<file path="src/rtl/instr_encoder_if.sv">
// Instruction-field stream and instruction-memory write bus for the program loader.
interface instr_encoder_if #(
  parameter int ADDR_W = 4
);
  logic              in_valid;
  logic              in_ready;
  logic              in_last;
  logic [3:0]        in_op;
  logic [1:0]        in_rs;
  logic [1:0]        in_rt;
  logic [1:0]        in_rd;
  logic [11:0]       in_imm;
  logic              imem_we;
  logic [ADDR_W-1:0] imem_addr;
  logic [15:0]       imem_wdata;
  logic              imem_ready;

  modport master (
    output in_valid, in_last, in_op, in_rs, in_rt, in_rd, in_imm, imem_ready,
    input  in_ready, imem_we, imem_addr, imem_wdata
  );

  modport slave (
    input  in_valid, in_last, in_op, in_rs, in_rt, in_rd, in_imm, imem_ready,
    output in_ready, imem_we, imem_addr, imem_wdata
  );
endinterface

</file>
<file path="src/rtl/instr_encoder.sv">
// Program loader: packs symbolic instruction fields into 16-bit R/I/J words and
// writes them sequentially into instruction memory from a programmable base.
module instr_encoder #(
  parameter int DEPTH  = 16,
  parameter int ADDR_W = 4
) (
  input  logic              clk,
  input  logic              reset_n,
  input  logic              start,
  input  logic [ADDR_W-1:0] base_addr,
  instr_encoder_if.slave    bus,
  output logic              busy,
  output logic              done,
  output logic [ADDR_W:0]   words_written,
  output logic              imm_err,
  output logic              overflow
);

  typedef enum logic [1:0] {IDLE, LOAD, WRITE, DONE} state_t;

  localparam logic [ADDR_W-1:0] LAST_ADDR = ADDR_W'(DEPTH - 1);

  state_t      state;
  logic        last;
  logic        is_itype;
  logic        imm_bad;
  logic [15:0] enc;

  always_comb begin
    enc      = '0;
    is_itype = (bus.in_op >= 4'hA) && (bus.in_op <= 4'hE);
    if (bus.in_op <= 4'h9)
      enc = {bus.in_op, bus.in_rs, bus.in_rt, bus.in_rd, 6'b0};
    else if (is_itype)
      enc = {bus.in_op, bus.in_rs, bus.in_rt, bus.in_imm[7:0]};
    else
      enc = {bus.in_op, bus.in_imm};
  end

  // Immediate fits in 8 signed bits only when the upper nibble is a sign extension.
  assign imm_bad = is_itype && (bus.in_imm[11:8] != {4{bus.in_imm[7]}});

  always_ff @(posedge clk or negedge reset_n) begin
    if (!reset_n) begin
      state          <= IDLE;
      last           <= 1'b0;
      bus.in_ready   <= 1'b0;
      bus.imem_we    <= 1'b0;
      bus.imem_addr  <= '0;
      bus.imem_wdata <= '0;
      busy           <= 1'b0;
      done           <= 1'b0;
      words_written  <= '0;
      imm_err        <= 1'b0;
      overflow       <= 1'b0;
    end else begin
      case (state)
        IDLE: begin
          if (start) begin
            bus.imem_addr <= base_addr;
            words_written <= '0;
            imm_err       <= 1'b0;
            overflow      <= 1'b0;
            bus.in_ready  <= 1'b1;
            busy          <= 1'b1;
            state         <= LOAD;
          end
        end
        LOAD: begin
          if (bus.in_valid) begin
            bus.imem_wdata <= enc;
            last           <= bus.in_last;
            if (imm_bad) imm_err <= 1'b1;
            bus.in_ready   <= 1'b0;
            bus.imem_we    <= 1'b1;
            state          <= WRITE;
          end
        end
        WRITE: begin
          if (bus.imem_ready) begin
            bus.imem_we   <= 1'b0;
            words_written <= words_written + 1'b1;
            if (last || bus.imem_addr == LAST_ADDR) begin
              // Addresses never wrap: a non-last word at the top ends the session.
              if (!last) overflow <= 1'b1;
              done  <= 1'b1;
              state <= DONE;
            end else begin
              bus.imem_addr <= bus.imem_addr + 1'b1;
              bus.in_ready  <= 1'b1;
              state         <= LOAD;
            end
          end
        end
        DONE: begin
          done  <= 1'b0;
          busy  <= 1'b0;
          state <= IDLE;
        end
        default: state <= IDLE;
      endcase
    end
  end

endmodule

</file>
<file path="src/flat_wrapper.sv">
// flat-port wrapper written by rule: the top's interface ports become plain ports
module instr_encoder_flat 
#(
  parameter int DEPTH  = 16,
  parameter int ADDR_W = 4
)
  (clk, reset_n, start, base_addr, busy, done, words_written, imm_err, overflow, bus_in_valid, bus_in_last, bus_in_op, bus_in_rs, bus_in_rt, bus_in_rd, bus_in_imm, bus_imem_ready, bus_in_ready, bus_imem_we, bus_imem_addr, bus_imem_wdata);
  instr_encoder_if #(.ADDR_W(ADDR_W)) bus_i ();
  input  logic clk;
  input  logic reset_n;
  input  logic start;
  input  logic [ADDR_W-1:0] base_addr;
  output logic busy;
  output logic done;
  output logic [ADDR_W:0] words_written;
  output logic imm_err;
  output logic overflow;
  input wire logic [$bits(bus_i.in_valid)-1:0] bus_in_valid;
  input wire logic [$bits(bus_i.in_last)-1:0] bus_in_last;
  input wire logic [$bits(bus_i.in_op)-1:0] bus_in_op;
  input wire logic [$bits(bus_i.in_rs)-1:0] bus_in_rs;
  input wire logic [$bits(bus_i.in_rt)-1:0] bus_in_rt;
  input wire logic [$bits(bus_i.in_rd)-1:0] bus_in_rd;
  input wire logic [$bits(bus_i.in_imm)-1:0] bus_in_imm;
  input wire logic [$bits(bus_i.imem_ready)-1:0] bus_imem_ready;
  output wire logic [$bits(bus_i.in_ready)-1:0] bus_in_ready;
  output wire logic [$bits(bus_i.imem_we)-1:0] bus_imem_we;
  output wire logic [$bits(bus_i.imem_addr)-1:0] bus_imem_addr;
  output wire logic [$bits(bus_i.imem_wdata)-1:0] bus_imem_wdata;
  assign bus_i.in_valid = bus_in_valid;
  assign bus_i.in_last = bus_in_last;
  assign bus_i.in_op = bus_in_op;
  assign bus_i.in_rs = bus_in_rs;
  assign bus_i.in_rt = bus_in_rt;
  assign bus_i.in_rd = bus_in_rd;
  assign bus_i.in_imm = bus_in_imm;
  assign bus_i.imem_ready = bus_imem_ready;
  assign bus_in_ready = bus_i.in_ready;
  assign bus_imem_we = bus_i.imem_we;
  assign bus_imem_addr = bus_i.imem_addr;
  assign bus_imem_wdata = bus_i.imem_wdata;
  instr_encoder #(.DEPTH(DEPTH), .ADDR_W(ADDR_W)) u_core (.clk(clk), .reset_n(reset_n), .start(start), .base_addr(base_addr), .bus(bus_i), .busy(busy), .done(done), .words_written(words_written), .imm_err(imm_err), .overflow(overflow));
endmodule
</file>
<file path="config.mk">
export PLATFORM = sky130hd
export DESIGN_NAME = instr_encoder_flat
export DESIGN_NICKNAME = d
export VERILOG_FILES = /design/src/rtl/instr_encoder_if.sv /design/src/rtl/instr_encoder.sv /design/src/flat_wrapper.sv
export SDC_FILE = /design/constraint.sdc
export NUM_CORES = 1
export LEC_CHECK = 0
export CAP_MARGIN = 25
export CORE_MARGIN = 3
export CORE_UTILIZATION = 43
export CTS_BUF_LIST = sky130_fd_sc_hd__clkbuf_4
export DETAILED_ROUTE_END_ITERATION = 6
export GPL_TIMING_DRIVEN = 1
export HOLD_SLACK_MARGIN = 0.05
export PLACE_DENSITY = 0.82
export REMOVE_ABC_BUFFERS = 1
export SLEW_MARGIN = 25
export SYNTH_ARGS = -nofsm -noshare
export SYNTH_HDL_FRONTEND = slang
export SYNTH_SLANG_ARGS = --single-unit
</file>
<file path="constraint.sdc">
create_clock -name clk -period 3.13 [get_ports clk]
set_input_delay 0.313 -clock clk [delete_from_list [all_inputs] [get_ports clk]]
set_output_delay 0.313 -clock clk [all_outputs]
set_load 0.02 [all_outputs]
</file>
==> run metrics <==
status=finished clean; CP max stage delay=around 0.63 ns; syn_area_per_cell=approximately 11 um2; normalized max-slew margin=57.1%; Critical Path, Cell by Cell=nand3b_4, nor2_1, a22o_1; gr usage total=18.4%; Worst setup SP type=flip-flop; vias in the first global route=1,314; busiest layer in global routing=met2; switching pwr=0.866 mW; min Tclk post-route=1.77 ns; Clock transition at path regs=0.10 ns; die extent in x=a little under 70 um; hold buffers post-CTS=0; flip-flop and latch area=851 um2; htree depth=2; Clock Latency Late Sink=0.32 ns; initial antenna violation count=0; period utilization=between 50 and 60%; RD Place Congestion=0.867; CP Max Fanout=27; routed vias=1,376; fill count=roughly 300; Synth Cell Area=1620 um2; r2r startpoint=u_core.state[1]; die height=67.3 um; Critical Path RT=3.39 ns; Resize count post-CTS=0; initial DRC count=54; RSZ-0062 raised after global routing=no; largest net degree at the start of global routing=35; CP Buf/Inv Count=0; Antenna Cells=0; vias per std cell=5.23; I/O Pins=63; Initial Util=46.6%; Slew Viols, Final=0; internal reg-to-reg setup slack=approximately 1.4 ns; Multi-input gate area=712 um2; hold slack final=between 0.3 and 0.4 ns; Worst Setup EP=u_core.bus.imem_wdata[3]; internal cell power=approximately 1.3 mW; Synth Flop Type=dfrtp_1; Power Dens Cells=approximately 900 nW/um2; critical path arrival=2.03 ns; Hold Fails Final Rpt=0; CP delay by family, top=simple AND/OR/NAND/NOR gates; WL per Instance=15.0 um; combinational share of power=50.2%; IO Port Bufs=62; Final Setup Violations=0; max-cap violation count=0; Synth async-reset ratio=100%; Critical-path top delay cell=dfrtp_1; Core Box Area=3470 um2; sequential share of power=approximately two fifths; Switching Fraction=40.6%; library cells used by synthesis=33; Die ar.=roughly 4500 um2; Num CTS Buffers=5; Worst path depth=3; Root Driver=clkbuf_4; Pre-antenna DRT Iters=4; Detail Placement HPWL=2980 um; Pleak=1.07 nW; NumNets Final=250; Reg-to-Reg End=u_core.bus.imem_wdata[3]; # rows=21; CTS tree=yes; Setup crit start=u_core.state[1]; DRC=0; GR Util met1=23.0%; Worst Setup End Kind=flip-flop; met3 usage=3.83%; Ys Warns=0; Post-DP Area=2270 um2; clock buffer depth=2; Max IR drop VDD=0.000631 V; TNS Setup=0 ns; Yosys reg bits=34; part of the power in the clock network=10.7%; Post-synth EDFFs=0; met2 usage=31.2%; WL final=3940 um; post-CTS setup buffer count=0; Crit Path Class=flip-flop to flip-flop; Detail Route Antenna Nets=0; Layout area overhead=43.9%; Clock Skew=0.0113 ns; fmax=564 MHz; fraction of layout cells with a size suffix above 1=under 10%; Seq/Total Area, Yosys=52.6%; worst r2r path cells=3; Clock Sinks=34; Syn Inst Count=152; Design Area, Final=around 2300 um2; Hold Path Class=input pin to async pin; first-pass GRT wire length=6140 um; global route overflow=0; Worst-Margin Slew=0.643 ns
cells in the final DEF, fill, tap and decap left out, types with 2 or more instances in the layout:
cell / count
nand4_1: 3
nor2_1: 5
a31oi_1: 3
nor2b_1: 2
dfrtp_1: 34
nand2_1: 20
inv_1: 7
o22ai_1: 3
nand3_1: 2
mux2i_1: 10
o22a_1: 2
mux2_2: 5
clkdlybuf4s50_1: 62
a21oi_1: 7
clkbuf_4: 6
nor3_1: 4
a22o_1: 9
and2b_1: 2
nand2b_1: 3
o21ai_0: 11
ha_1: 2
synthesized netlist by cell type, drive strengths merged (3+ instances only):
master,n,share of area [%]
inv,7,1.6
a31oi,4,2.5
a21oi,7,2.2
nand2b,3,1.2
nand4,3,1.2
nand2,20,4.6
buf,6,1.8
o21ai,12,3.7
mux2,5,3.5
nor3,4,1.2
dfrtp,34,53
nor2,5,1.2
mux2i,10,6.2
a22o,9,4.9
o22ai,3,1.2
worst reg2reg max path: cells and delay by family (launching register included):
kind	cells	cell delay, ns
compound gates	1	0.21
flops	1	0.63
simple gates	2	0.87
state kept, by name (all words and copies together) (netlist names):
name,cells
u_core.last,1
u_core.imm_err,1
u_core.overflow,1
u_core.bus.imem_addr,4
u_core.busy,1
u_core.state,2
u_core.done,1
u_core.bus.imem_wdata,16
u_core.bus.imem_we,1
u_core.words_written,5
u_core.bus.in_ready,1
worst min path at each step:
stage | startpoint | end | slack [ns] | cells past startpoint
after global routing | reset_n | u_core.bus.imem_wdata[11] | 0.40 | 2
final | reset_n | u_core.words_written[1] | 0.38 | 2
after CTS | reset_n | u_core.bus.imem_wdata[11] | 0.40 | 2
after global placement | u_core.bus.imem_wdata[11] | u_core.bus.imem_wdata[11] | 0.47 | 2
after detailed placement | u_core.bus.imem_wdata[11] | u_core.bus.imem_wdata[11] | 0.47 | 2
after floorplan | reset_n | u_core.bus.imem_addr[0] | 0.02 | 0
kinds of logic after synthesis:
logic type                 count (synthesis)  share of synthesized area, %
DFF                                       34                          52.6
muxes                                     15                          9.67
and+or+nand+nor                           47                          15.4
AOI/OAI and AO/OA                         41                          17.4
adders and majority gates                  2                          1.55
buffers and inverters                     13                          3.40
routing by layer:
| layer | vias up | share of wire [%] |
|---|---|---|
| li1 | 675 | - |
| met1 | 660 | 42 |
| met2 | 37 | 53 |
| met3 | 4 | 3.9 |
| met4 | 0 | 0.74 |
| met5 | - | 0 |
power groups by stage:
stage / sequential, mW / clock [mW] / combinational [mW]
after floorplan: 1.01 / 0 / 0.377
after global placement: 0.822 / 0 / 1.05
after detailed placement: 0.838 / 0 / 1.08
after CTS: 0.831 / 0.238 / 1.08
after global routing: 0.864 / 0.263 / 1.16
final: 0.833 / 0.229 / 1.07
final cells by class:
class | count | share of cell area [%]
clock buffer | 6 | 1.93
clock inverter | 2 | 0.376
inverter | 7 | 1.13
multi-input combinational | 105 | 30.6
sequential | 34 | 36.5
tap | 46 | 2.47
timing repair buffer | 63 | 27.0
per-stage QoR:
stage	cells	worst slack, ns	utilization (%)	total power [mW]
after floorplan	146	1.63	-	1.39
after global placement	255	1.27	65.6	1.87
after detailed placement	255	1.21	65.6	1.91
after CTS	263	1.36	67.1	2.15
after global routing	263	1.17	67.1	2.29
final	263	1.36	67.1	2.13
No activity file was read; power rests on OpenSTA's default activity.
